### src/rtl/pc_pkg.sv
// pc_pkg: shared constants, state encoding and target alignment helper for the PC unit
package pc_pkg;
  localparam logic [31:0] PC_RESET_VEC = 32'h0040_0000;
  localparam logic [31:0] PC_EXC_VEC = 32'h0040_0004;
  localparam int PC_STEP = 4;
  typedef enum logic {RUN = 1'b0, PEND = 1'b1} pc_state_t;
  typedef struct packed {
    logic [63:0] addr;
    logic mis;
  } align_t;
  function automatic align_t align_addr(input logic [63:0] addr, input int unsigned align);
    logic [63:0] m;
    m = (64'd1 << align) - 64'd1;
    align_addr.addr = addr & ~m;
    align_addr.mis = |(addr & m);
  endfunction
endpackage

### src/rtl/pc_redirect_buf.sv
// pc_redirect_buf: one-entry redirect buffer; capture stores a target, consume clears it.
//   CLK, RST_n (async, active-high) | capture, capture_addr, consume -> valid, addr
module pc_redirect_buf
  import pc_pkg::*;
#(
  parameter int WIDTH = 32
) (
  input  logic             CLK,
  input  logic             RST_n,
  input  logic             capture,
  input  logic [WIDTH-1:0] capture_addr,
  input  logic             consume,
  output logic             valid,
  output logic [WIDTH-1:0] addr
);
  pc_state_t state, state_nxt;
  logic [WIDTH-1:0] pend_addr;
  always_ff @(negedge CLK or posedge RST_n)
    if (RST_n) begin
      state <= RUN;
      pend_addr <= '0;
    end else begin
      state <= state_nxt;
      if (capture && !consume) pend_addr <= capture_addr;
    end
  always_comb state_nxt = consume ? RUN : capture ? PEND : state;
  always_comb begin
    valid = (state == PEND);
    addr = pend_addr;
  end
endmodule

### src/rtl/pc_seq_unit.sv
// pc_seq_unit: program counter with sequential step, redirects, exception entry/ERET, stall buffer.
//   CLK (negedge), RST_n (async, active-high), ena, redirect_valid/addr, exc_req, eret_req
//   -> pc_out, pc_seq, epc_out, pending_out, misalign
module pc_seq_unit
  import pc_pkg::*;
#(
  parameter int WIDTH = 32,
  parameter logic [31:0] RESET_VEC = PC_RESET_VEC,
  parameter logic [31:0] EXC_VEC = PC_EXC_VEC,
  parameter int STEP = PC_STEP
) (
  input  logic             CLK,
  input  logic             RST_n,
  input  logic             ena,
  input  logic             redirect_valid,
  input  logic [WIDTH-1:0] redirect_addr,
  input  logic             exc_req,
  input  logic             eret_req,
  output logic [WIDTH-1:0] pc_out,
  output logic [WIDTH-1:0] pc_seq,
  output logic [WIDTH-1:0] epc_out,
  output logic             pending_out,
  output logic             misalign
);
  localparam int ALIGN = $clog2(STEP);
  localparam logic [WIDTH-1:0] RST_PC = WIDTH'(RESET_VEC);
  localparam logic [WIDTH-1:0] EXC_PC = WIDTH'(EXC_VEC);
  logic [WIDTH-1:0] pc, epc, tgt, buf_addr, pc_nxt;
  logic buf_valid, use_tgt;
  align_t al;
  assign al = align_addr(64'(redirect_addr), ALIGN);
  assign tgt = al.addr[WIDTH-1:0];
  // a target is only consumed when it is buffered (stall) or actually wins the priority mux
  assign use_tgt = redirect_valid & (~ena | ~(exc_req | eret_req));
  pc_redirect_buf #(.WIDTH(WIDTH)) u_buf (
    .CLK(CLK),
    .RST_n(RST_n),
    .capture(~ena & redirect_valid),
    .capture_addr(tgt),
    .consume(ena),
    .valid(buf_valid),
    .addr(buf_addr)
  );
  always_comb
    pc_nxt = exc_req ? EXC_PC : eret_req ? epc : redirect_valid ? tgt : buf_valid ? buf_addr : pc_seq;
  always_ff @(negedge CLK or posedge RST_n)
    if (RST_n) begin
      pc <= RST_PC;
      epc <= '0;
      misalign <= 1'b0;
    end else begin
      if (ena) pc <= pc_nxt;
      if (ena && exc_req) epc <= pc;
      if (use_tgt && al.mis) misalign <= 1'b1;
    end
  assign pc_seq = pc + WIDTH'(STEP);
  assign pc_out = pc;
  assign epc_out = epc;
  assign pending_out = buf_valid;
endmodule

### config.mk
export PLATFORM = sky130hd
export DESIGN_NAME = pc_seq_unit
export DESIGN_NICKNAME = d
export VERILOG_FILES = /design/src/rtl/pc_pkg.sv /design/src/rtl/pc_redirect_buf.sv /design/src/rtl/pc_seq_unit.sv
export SDC_FILE = /design/constraint.sdc
export NUM_CORES = 1
export LEC_CHECK = 0
export BUFFER_PORTS_ARGS = -buffer_cell sky130_fd_sc_hd__buf_2
export CORE_MARGIN = 2
export CORE_UTILIZATION = 40
export DETAILED_ROUTE_END_ITERATION = 7
export HOLD_SLACK_MARGIN = 0.12
export SYNTH_ARGS = -nofsm -noshare
export SYNTH_HDL_FRONTEND = slang
export SYNTH_SLANG_ARGS = --single-unit
### constraint.sdc
create_clock -name CLK -period 2.9 [get_ports CLK]
set_input_delay 0.145 -clock CLK [delete_from_list [all_inputs] [get_ports CLK]]
set_output_delay 0.145 -clock CLK [all_outputs]
set_load 0.01 [all_outputs]
After elaboration in Yosys (flattened, before gate mapping). Index checks and enable logic that the tools add are counted.

Input port bits: 38. Logic and storage cells: 24. Output and inout port bits: 98. Register bits after elaboration: 96.

Reductions and logical operators: 6. Mux-type cells: 6. Bitwise operators: 6. Add/sub/neg operators: 1.

Operator list (count): 32-bit two-way mux (4); 32-bit by 3-bit adder with 32-bit output (second input constant) (1); 1-bit logical AND (3); 1-bit bitwise AND (2); 1-bit two-way mux (2); 1-bit inverter (2); 1-bit bitwise OR (2); 2-bit nonzero test (1); 2-bit OR reduction (1); 1-bit logical NOT (1).

Depth between registers and ports, before layout. Gate-level depths: netlist of run 1.

Depth in word-level cells: 5. Gate-level depth with buffers: 7. Gate-level depth less buffers: 6.

Hierarchy. Synthesis of run 1 repeated with hierarchy kept, for this count alone.

Cell total of the unflattened synthesis: 586. Area, all modules: 5838.1 um2.

By module, submodules not included: pc_seq_unit (times used 1, area each 4443.0 um2, cells an instance 513, sequential area each 1627.8 um2); pc_redirect_buf (times used 1, area each 1395.1 um2, cells an instance 73, sequential area each 825.8 um2).

==> results of run 1 <==
[cells in the mapped netlist, types with 8 or more instances]
cell type,instances
dfrtn_1,95
o22ai_1,8
nor2_1,26
nor3_1,10
xor2_1,10
inv_1,16
mux2i_1,11
o21ai_0,40
nor2b_1,10
nand2b_1,9
clkbuf_1,35
xnor2_1,17
mux2_2,49
a21oi_1,30
o211ai_1,14
nand2_1,50
and3_1,8
nand3_1,18
nand4_1,8
[metrics by stage]
stage	util (%)	std cells	setup TNS, ns
floorplan	-	563	-5.00
global placement	54.2	943	-7.88
detailed placement	54.2	943	-9.01
CTS	58.1	970	-16.99
global route	60.8	989	-18.36
finish	60.8	989	-16.85
[final cells by class]
cell class / instances / area share (%)
clock buffer: 12 / 3.07
clock inverter: 4 / 0.281
inverter: 17 / 0.857
multi-input combinational: 405 / 39.2
sequential: 96 / 30.0
tap: 176 / 2.74
timing repair buffer: 279 / 23.9
[kinds of logic after synthesis]
group           share of synthesized area (%)
mux                                      12.3
fa+ha+maj                               0.232
compound gates                           17.2
flops                                    44.5
simple gates                             16.8
xor+xnor                                 4.38
buf+inv                                  4.61
[layout by cell type, fill, tap and decap left out, drive strengths merged, types with 5 or more instances in the layout]
cell,instances
a21oi,30
nor3b,6
mux2,49
dfrtn,95
buf,279
inv,15
a31oi,5
nor3,13
o22ai,8
nor4,5
nand2b,9
a221oi,5
o211ai,14
mux2i,11
o21ai,46
clkbuf,12
nand2,50
xnor2,17
o2bb2ai,6
nor2,26
nor2b,10
xor2,10
o21a,5
nand3,18
nand4,10
and3,9
[worst register-to-register path: stages, from the launching register on]
cell,delay (ns)
dfrtn_1,0.46
nand4_4,0.15
buf_6,0.19
buf_4,0.16
nor3_2,0.13
xor2_1,0.13
buf_4,0.15
buf_4,0.12
a221oi_1,0.39
a31oi_1,0.14
[registers in the layout, summed over array words and instances (netlist names)]
register     count
epc_out         32
misalign         1
pc_out          32
u_buf.addr      30
u_buf.valid      1
[routing by layer]
metal	vias to the layer above	routed length, um	GRT usage [%]
met5	-	0	0
met4	0	648	12.4
met3	42	1300	4.09
met2	248	9080	42.0
met1	2783	8070	35.4
li1	2529	-	-
[worst paths after layout]
kind	from	to	slack (ns)	depth (start not counted)
min in group asynchronous	RST_n	epc_out[11]	1.15	2
max reg2reg	pc_out[6]	pc_out[10]	0.71	9
min reg2reg	misalign	misalign	0.40	1
min	misalign	misalign	0.40	1
max	pc_out[6]	pc_seq[12]	-0.79	6
max in group asynchronous	RST_n	epc_out[16]	1.19	3
[where the power goes]
| group | internal (W) | switching, W |
|---|---|---|
| clock | 0.000601 | 0.000531 |
| combinational | 0.000547 | 0.000591 |
| sequential | 0.00154 | 0.000147 |
[timing repair]
action / CTS / global route
hold endpoints to repair: 0 / 0
endpoints found under the setup margin: 28 / 28
resized for setup: 31 / 40
cloned: 0 / 1
setup buffers: 13 / 19
pin swaps: 11 / 36
==> out/qor.txt, run 1 <==
Result of the run -> finished, violations left
Failing checks -> setup timing
Register Area -> 0.00240 mm2
Iter 0 DRT Violations -> 381
Master of the slowest instance on the critical path -> dfrtn_1
Clock net sink count -> 96
Worst Setup End Kind -> output pin
Most frequently used flop master after synthesis -> dfrtn_1
Post-detailed-route count of antenna-violating nets -> 0
Cts hold-fix bufs -> 0
Total global routing overflow -> 0
Final number of setup-violating endpoints -> 28
PnR Total Power -> 0.00396 W
Effective utilization at floorplan -> 40.9%
Proportion of layout cells with a drive suffix above 1 -> 49.0%
Biggest cell delay along the critical path -> 0.46 ns
Static leakage -> 3.95 nW
Per-cell via count in the routed design -> 5.66
Routability congestion estimate -> 0.905
Setup clock skew after layout -> 0.0533 ns
Syn Nets -> 602
Ports placed on the boundary -> 136
Cell area after synthesis -> 0.00540 mm2
Number of enable-type register cells in the synthesized netlist -> 0
Clock H-tree levels -> 3
Post-placement worst setup slack -> -0.437 ns
Path class of the lowest-slack min-delay path -> reg -> reg
Core area -> 0.0132 mm2
Number of max-slew violations in the final report -> 0
Area added between synthesis and finish -> 48.7%
Number of iterations in the first detailed-routing pass -> 5
Part of the Yosys area used for sequential elements -> 44.5%
Cell area after placement -> 0.00714 mm2
Kind of cell adding the most delay to the critical path -> simple AND/OR/NAND/NOR gates
Distinct cells, synth -> 59
Number of buffers created by CTS -> 9
Footprint of the multi-input gates -> 0.00315 mm2
Final-layout fill cell count -> 1142
Leading area contributor after synthesis -> dfrtn_1
# rows -> 42
Peak supply drop -> 270 uV
Die area -> 0.0144 mm2
Share of flip-flops with an asynchronous set or reset -> 100%
Worst-path clk slew -> 0.05 ns
Cell count after synthesis -> 563
Hold Violations, Final -> 0
Maximum fanout along the worst path -> 7
Number of nets at the end of the flow -> 848
Global-route usage over all layers -> 26.4%
Seq cells post-synth -> 96
Top cell type's share of synthesized area -> 44.0%
Crit path DAT -> 3.55 ns
Routed vias -> 5602
Clk buf depth -> 2
Pin count of the biggest net entering global routing -> 36
Clock latency on the worst-skew pair -> 0.40 ns
CTS tree -> done
Port bufs -> 135
Number of global-route vias before repair -> 5381
Antenna violations before repair -> 0
Average detailed-routed wire length per instance -> 19.3 um
CTS Root Cell -> clkbuf_16
Mapped Avg Cell Area -> 9.59 um2
Area contributors post-synth -> dfrtn_1, mux2_2, o21ai_0
Warnings from Yosys -> 0
Slew at the pin with the worst max-slew slack -> 0.475 ns
Wire length of the first global-routing pass -> 29.3 mm
Die extent in x -> 120 um
DIE HEIGHT -> 120 um
Post-route cell area -> 0.00803 mm2
Max Cap Viol -> 0
Critical path data required time -> 2.76 ns
Critical path cell sequence -> nand4_4, buf_6, or3_4, and2_4, or2_1, buf_2
Power density over the cells -> 493 mW/mm2
Post-layout worst setup margin -> -0.792 ns
Setup repair after global routing missed its margin -> true
Type of the setup path with the least slack -> reg -> out
Drt drc -> 0
Min Hold Slack -> 0.404 ns
Total Wirelength -> 19.1 mm
Relative slew slack -> 68.3%
Antenna cell count -> 0
Type of element launching the critical path -> flop
DPL Wire Length -> 13.7 mm
Worst Path Buf+Inv -> 2
Power figures use the tool's default switching activity.
==> run 2, diff against run 1 <==
--- a/config.mk
+++ b/config.mk
@@ -6,10 +6,13 @@
 export NUM_CORES = 1
 export LEC_CHECK = 0
 export BUFFER_PORTS_ARGS = -buffer_cell sky130_fd_sc_hd__buf_2
+export CORE_ASPECT_RATIO = 0.5
 export CORE_MARGIN = 2
 export CORE_UTILIZATION = 40
 export DETAILED_ROUTE_END_ITERATION = 7
 export HOLD_SLACK_MARGIN = 0.12
+export PLACE_DENSITY = 0.7
+export SLEW_MARGIN = 40
 export SYNTH_ARGS = -nofsm -noshare
 export SYNTH_HDL_FRONTEND = slang
 export SYNTH_SLANG_ARGS = --single-unit
==> run 2 against run 1 <==
  * The run still ends with setup timing left
  * Sequential power is essentially flat
  * Cell count shrank 3.7%
  * Via count shrank 4.2%
  * Critical path type unchanged
  * Critical endpoint is now pc_seq[23]
  * Largest cell class unchanged
==> out/qor.txt, run 2 (synthesis gave the netlist of run 1 again) <==
Area added between synthesis and finish -> 42.9%
Final number of setup-violating endpoints -> 28
Antenna violations before repair -> 0
Port bufs -> 135
Non-filler instance count after layout -> 952
Wire length of the first global-routing pass -> 27.3 mm
Maximum fanout along the worst path -> 2
Number of global-route vias before repair -> 5359
Routed vias -> 5369
Hold Violations, Final -> 0
Max Cap Viol -> 0
Peak supply drop -> 324 uV
Number of max-slew violations in the final report -> 0
Setup clock skew after layout -> 0.0528 ns
PnR Total Power -> 0.00395 W
Placed cell count -> 922
Slew at the pin with the worst max-slew slack -> 0.562 ns
Sum Neg Setup Slack -> -15.40 ns
Result of the run -> finished, violations left
Ports placed on the boundary -> 136
Per-cell via count in the routed design -> 5.64
Post-layout worst setup margin -> -0.766 ns
Type of element launching the critical path -> flop
Effective utilization at floorplan -> 41.8%
Routability congestion estimate -> 0.882
CTS tree -> done
Pin count of the biggest net entering global routing -> 58
Clock net sink count -> 96
CTS Root Cell -> clkbuf_16
# rows -> 29
Final cell utilization of the core -> 59.7%
Relative slew slack -> 62.3%
Failing checks -> setup timing
Drt drc -> 0
Total global routing overflow -> 0
Static leakage -> 3.73 nW
DPL Wire Length -> 12.5 mm
Proportion of layout cells with a drive suffix above 1 -> 46.9%
Die extent in x -> 168 um
Post-detailed-route count of antenna-violating nets -> 0
Critical path data required time -> 2.76 ns
Antenna cell count -> 0
Most common cell after layout, fill and taps aside -> buf_2
Average detailed-routed wire length per instance -> 18.4 um
Number of nets at the end of the flow -> 816
Die area -> 0.0145 mm2
Min Hold Slack -> 0.411 ns
Setup repair after global routing missed its margin -> true
FF-to-FF setup slack -> 0.94 ns
Type of the setup path with the least slack -> reg -> out
Number of buffers created by CTS -> 9
Worst-path clk slew -> 0.05 ns
Clk buf depth -> 2
Worst Setup End Kind -> output pin
Crit path DAT -> 3.52 ns
Path class of the lowest-slack min-delay path -> reg -> reg
Global-route usage over all layers -> 24.0%
Power density over the cells -> 512 mW/mm2
Core area -> 0.0129 mm2
DIE HEIGHT -> 86.1 um
Commonest cells after routing, fill and taps aside -> buf_2, buf_4, dfrtn_1
Clock H-tree levels -> 3
Clock latency on the worst-skew pair -> 0.40 ns
Cts hold-fix bufs -> 0
Total Wirelength -> 17.5 mm
Number of iterations in the first detailed-routing pass -> 5
Iter 0 DRT Violations -> 425
[run 2: path summary, 6_finish.rpt]
check                               to  cells past startpoint        start
hold reg to reg               misalign                      1     misalign
setup / recovery            pc_seq[23]                      5    pc_out[8]
setup reg to reg            pc_out[12]                      5  u_buf.valid
min in group asynchronous    pc_out[9]                      3        RST_n
max in group asynchronous  epc_out[29]                      3        RST_n
hold / removal                misalign                      1     misalign
[run 2: what timing repair did]
action                                  in CTS  in global routing
hold endpoints to repair                     0                  0
buffers inserted                            10                  5
endpoints found under the setup margin      28                 28
resized for setup                           45                 16
pin swaps                                   17                  8
[run 2: metrics by stage]
step	setup slack, ns	instance area (um2)
after CTS	-0.763	7580
after global placement	-0.456	6990
after detailed placement	-0.479	6990
after global routing	-0.823	7710
after floorplan	-0.536	5470
final	-0.766	7710
[run 2: layout make-up]
class                      instances  area, um2
clock buffer                      12        267
clock inverter                     5       31.3
fill                            1079       5200
inverter                          17       68.8
multi-input combinational        404       3080
sequential                        96       2400
tap                              170        213
timing repair buffer             248       1650
[run 2: critical path, stage by stage, from the launching register on]
cell     delay, ns
dfrtn_1       0.47
nand4_4       0.12
or3_4         0.42
or3_4         0.40
xnor2_2       0.16
buf_2         0.16
[run 2: power by group]
| part | leakage [nW] | switching, W | internal (W) |
|---|---|---|---|
| Clock | 0.144 | 0.000526 | 0.000653 |
| Combinational | 2.39 | 0.000575 | 0.000519 |
| Sequential | 1.20 | 0.000133 | 0.00154 |
| Total | 3.73 | 0.00123 | 0.00271 |
[run 2: layer usage]
| metal | global-route usage [%] | share of wire, % | vias up |
|---|---|---|---|
| li1 | - | - | 2463 |
| met1 | 31.8 | 44 | 2663 |
| met2 | 39.8 | 48 | 200 |
| met3 | 5.45 | 6.2 | 43 |
| met4 | 7.52 | 2.2 | 0 |
| met5 | 0 | 0 | - |
==> run 3, diff against run 2 <==
--- a/config.mk
+++ b/config.mk
@@ -5,10 +5,12 @@
 export SDC_FILE = /design/constraint.sdc
 export NUM_CORES = 1
 export LEC_CHECK = 0
+export ABC_AREA = 1
 export BUFFER_PORTS_ARGS = -buffer_cell sky130_fd_sc_hd__buf_2
 export CORE_ASPECT_RATIO = 0.5
 export CORE_MARGIN = 2
 export CORE_UTILIZATION = 40
+export CTS_BUF_LIST = sky130_fd_sc_hd__clkbuf_8
 export DETAILED_ROUTE_END_ITERATION = 7
 export HOLD_SLACK_MARGIN = 0.12
 export PLACE_DENSITY = 0.7
==> run 3 against run 2 <==
  * The run still ends with setup timing left
  * Area after synthesis up 1.6%
  * Core utilization fell by 2.4 points
  * Setup slack improved by 0.10 ns
  * Largest power group unchanged
==> out/qor.txt, run 3 <==
Result of the run -> finished, violations left
Failing checks -> setup timing
Clock latency on the worst-skew pair -> 0.42 ns
Path class of the lowest-slack min-delay path -> reg -> reg
Number of buffers created by CTS -> 9
DPL Wire Length -> 12.9 mm
Drt drc -> 0
DIE HEIGHT -> 86.8 um
Register-to-Register Path Depth -> 22
CTS tree -> done
Reg-to-reg critical path endpoint -> pc_out[16]
Area added between synthesis and finish -> 40.9%
Total Wirelength -> 18.6 mm
Global-route usage over all layers -> 25.5%
Maximum fanout along the worst path -> 3
Clock H-tree levels -> 3
Slew at the pin with the worst max-slew slack -> 0.393 ns
Most common cell after layout, fill and taps aside -> nand2_1
# rows -> 30
Commonest cells after routing, fill and taps aside -> nand2_1, buf_2, buf_4
Portion of total power attributed to the clock network -> 26.5%
CTS Root Cell -> clkbuf_8
FF-to-FF setup slack -> 0.13 ns
R2r startpoint -> pc_out[3]
Proportion of layout cells with a drive suffix above 1 -> 36.0%
Routed vias -> 5980
Total net switching power -> 0.00123 W
Post-layout worst setup margin -> -0.666 ns
Cell count after synthesis -> 775
Non-filler instance count after layout -> 1187
Area contributors post-synth -> dfrtn_1, nand2_1, nor2_1
Share of flip-flops with an asynchronous set or reset -> 100%
Static leakage -> 4.10 nW
Switching power as a share of total power -> 34.1%
Antenna cell count -> 0
Number of max-slew violations in the final report -> 0
Worst Setup End Kind -> output pin
Type of the setup path with the least slack -> reg -> out
Clock net sink count -> 96
Worst-path clk slew -> 0.07 ns
Seq cells post-synth -> 96
Die extent in x -> 170 um
Mapped Avg Cell Area -> 7.07 um2
Setup repair after global routing missed its margin -> true
Clk buf depth -> 2
CP startpoint -> pc_out[3]
Final-layout fill cell count -> 1222
Footprint of the multi-input gates -> 0.00287 mm2
Placed cell count -> 1136
Most frequently used flop master after synthesis -> dfrtn_1
Top cells by count, synth -> nand2_1, nor2_1, dfrtn_1
Global Route met2 Usage -> 40.5%
Cts hold-fix bufs -> 0
Number of nets at the end of the flow -> 1045
Peak supply drop -> 209 uV
Number of enable-type register cells in the synthesized netlist -> 0
GR met3 Demand/Resource -> 5.48%
Antenna violations before repair -> 1
Per-cell via count in the routed design -> 5.04
Register Area -> 0.00240 mm2
Post-detailed-route count of antenna-violating nets -> 0
Distinct cells, synth -> 32
Wire length of the first global-routing pass -> 28.9 mm
Average detailed-routed wire length per instance -> 15.6 um
Dominant cell by count in the synthesized netlist -> nand2_1
Relative slew slack -> 73.8%
Core area -> 0.0135 mm2
Effective utilization at floorplan -> 40.7%
Cell internal pwr -> 0.00237 W
Hold Violations, Final -> 0
Iter 0 DRT Violations -> 613
Die area -> 0.0147 mm2
Peak-usage layer in the global routing report -> met2
Leading area contributor after synthesis -> dfrtn_1
Cell area after placement -> 0.00701 mm2
Setup clock skew after layout -> 0.0674 ns
Crit path DAT -> 3.42 ns
Type of element launching the critical path -> flop
Warnings from Yosys -> 0
Number of iterations in the first detailed-routing pass -> 5
Max Cap Viol -> 0
Part of the Yosys area used for sequential elements -> 43.8%
Ports placed on the boundary -> 136
Number of global-route vias before repair -> 5629
Port bufs -> 135
Total global routing overflow -> 0
GR met1 Demand/Resource -> 35.2%
Post-route cell area -> 0.00773 mm2
Top cell type's share of synthesized area -> 43.4%
Cell area after synthesis -> 0.00548 mm2
Pin count of the biggest net entering global routing -> 59
Syn Nets -> 814
Proportion of power drawn by flip-flops and latches -> 45.2%
Critical path data required time -> 2.76 ns
Portion of total power attributed to combinational logic -> 28.2%
Routability congestion estimate -> 0.931
Final number of setup-violating endpoints -> 28
Power density over the cells -> 466 mW/mm2
CP endpoint -> pc_seq[16]
-- run 3: changes by cell type in the layout (fill, tap and decap cells not counted), sizes merged, moves of 17 or more --
cell / previous run / this run
nand2: 50 / 253
nor2: 26 / 130
inv: 15 / 76
mux2: 49 / 17
a21oi: 30 / 56
xnor2: 17 / 0
-- run 3: per-layer routing --
layer / share of wire (%) / up-vias
li1: - / 2876
met1: 45 / 2833
met2: 45 / 239
met3: 7.9 / 32
met4: 1.7 / 0
met5: 0 / -
-- run 3: layout make-up --
class,instances,area share [%]
Sequential cell,96,31.1
Inverter,74,3.64
Clock inverter,8,1.05
Tap cell,176,2.85
Multi-Input combinational cell,568,37.1
Clock buffer,9,1.60
Timing Repair Buffer,256,22.6
-- run 3: critical path, cell delays in order (launching register included) --
cell and delay (ns):
dfrtn_1 0.44, ha_2 0.20, nand2_2 0.07, nor2_4 0.15
buf_6 0.13, nand2_4 0.05, nor2_4 0.20, xor2_2 0.19
inv_1 0.07, buf_6 0.12
-- run 3: stage by stage --
stage                     util, %  worst slack, ns  TNS (ns)  hold WS [ns]  power (W)
after detailed placement     52.0           -0.295     -4.32         0.420    0.00258
after floorplan                 -          -0.0745    -0.323         0.403    0.00213
final                        57.3           -0.666    -15.46         0.415    0.00360
after global routing         57.3           -0.761    -18.09         0.467    0.00378
after CTS                    56.2           -0.660    -14.96         0.421    0.00358
after global placement       52.0           -0.244     -3.38         0.415    0.00256
-- run 3: worst min path at each step --
stage | startpoint | to | cells after the start
3_3_place_gp | misalign | misalign | 1
4_1_cts | misalign | misalign | 1
5_1_grt | misalign | misalign | 1
2_1_floorplan | u_buf.addr[4] | u_buf.addr[4] | 2
3_5_place_dp | misalign | misalign | 1
6_report | misalign | misalign | 1
-- run 3: kinds of logic (layout without fill, tap and decap cells) --
logic type	Yosys count	in the layout	synth area share [%]
multiplexers	17	17	3.49
buffers and inverters	111	347	7.85
adder cells (fa/ha/maj)	1	1	0.228
XOR/XNOR	11	11	1.89
flip-flops	96	96	43.8
AO/OA/AOI/OAI	124	124	11.8
AND/OR/NAND/NOR	415	415	30.8
-- run 3: power groups by stage --
stage | combinational, W | clock [W] | sequential, W
detailed placement | 0.000924 | 0.00000431 | 0.00165
floorplan | 0.000433 | 0.00000431 | 0.00169
global route | 0.00112 | 0.00101 | 0.00165
finish | 0.00102 | 0.000956 | 0.00163
global placement | 0.000909 | 0.00000431 | 0.00164
CTS | 0.000989 | 0.000969 | 0.00163
-- run 3: timing repair --
action / CTS / global route
setup endpoints to repair: 28 / 30
resized for setup: 37 / 23
gates cloned: 0 / 0
setup buffers: 27 / 10
pin swaps: 25 / 22
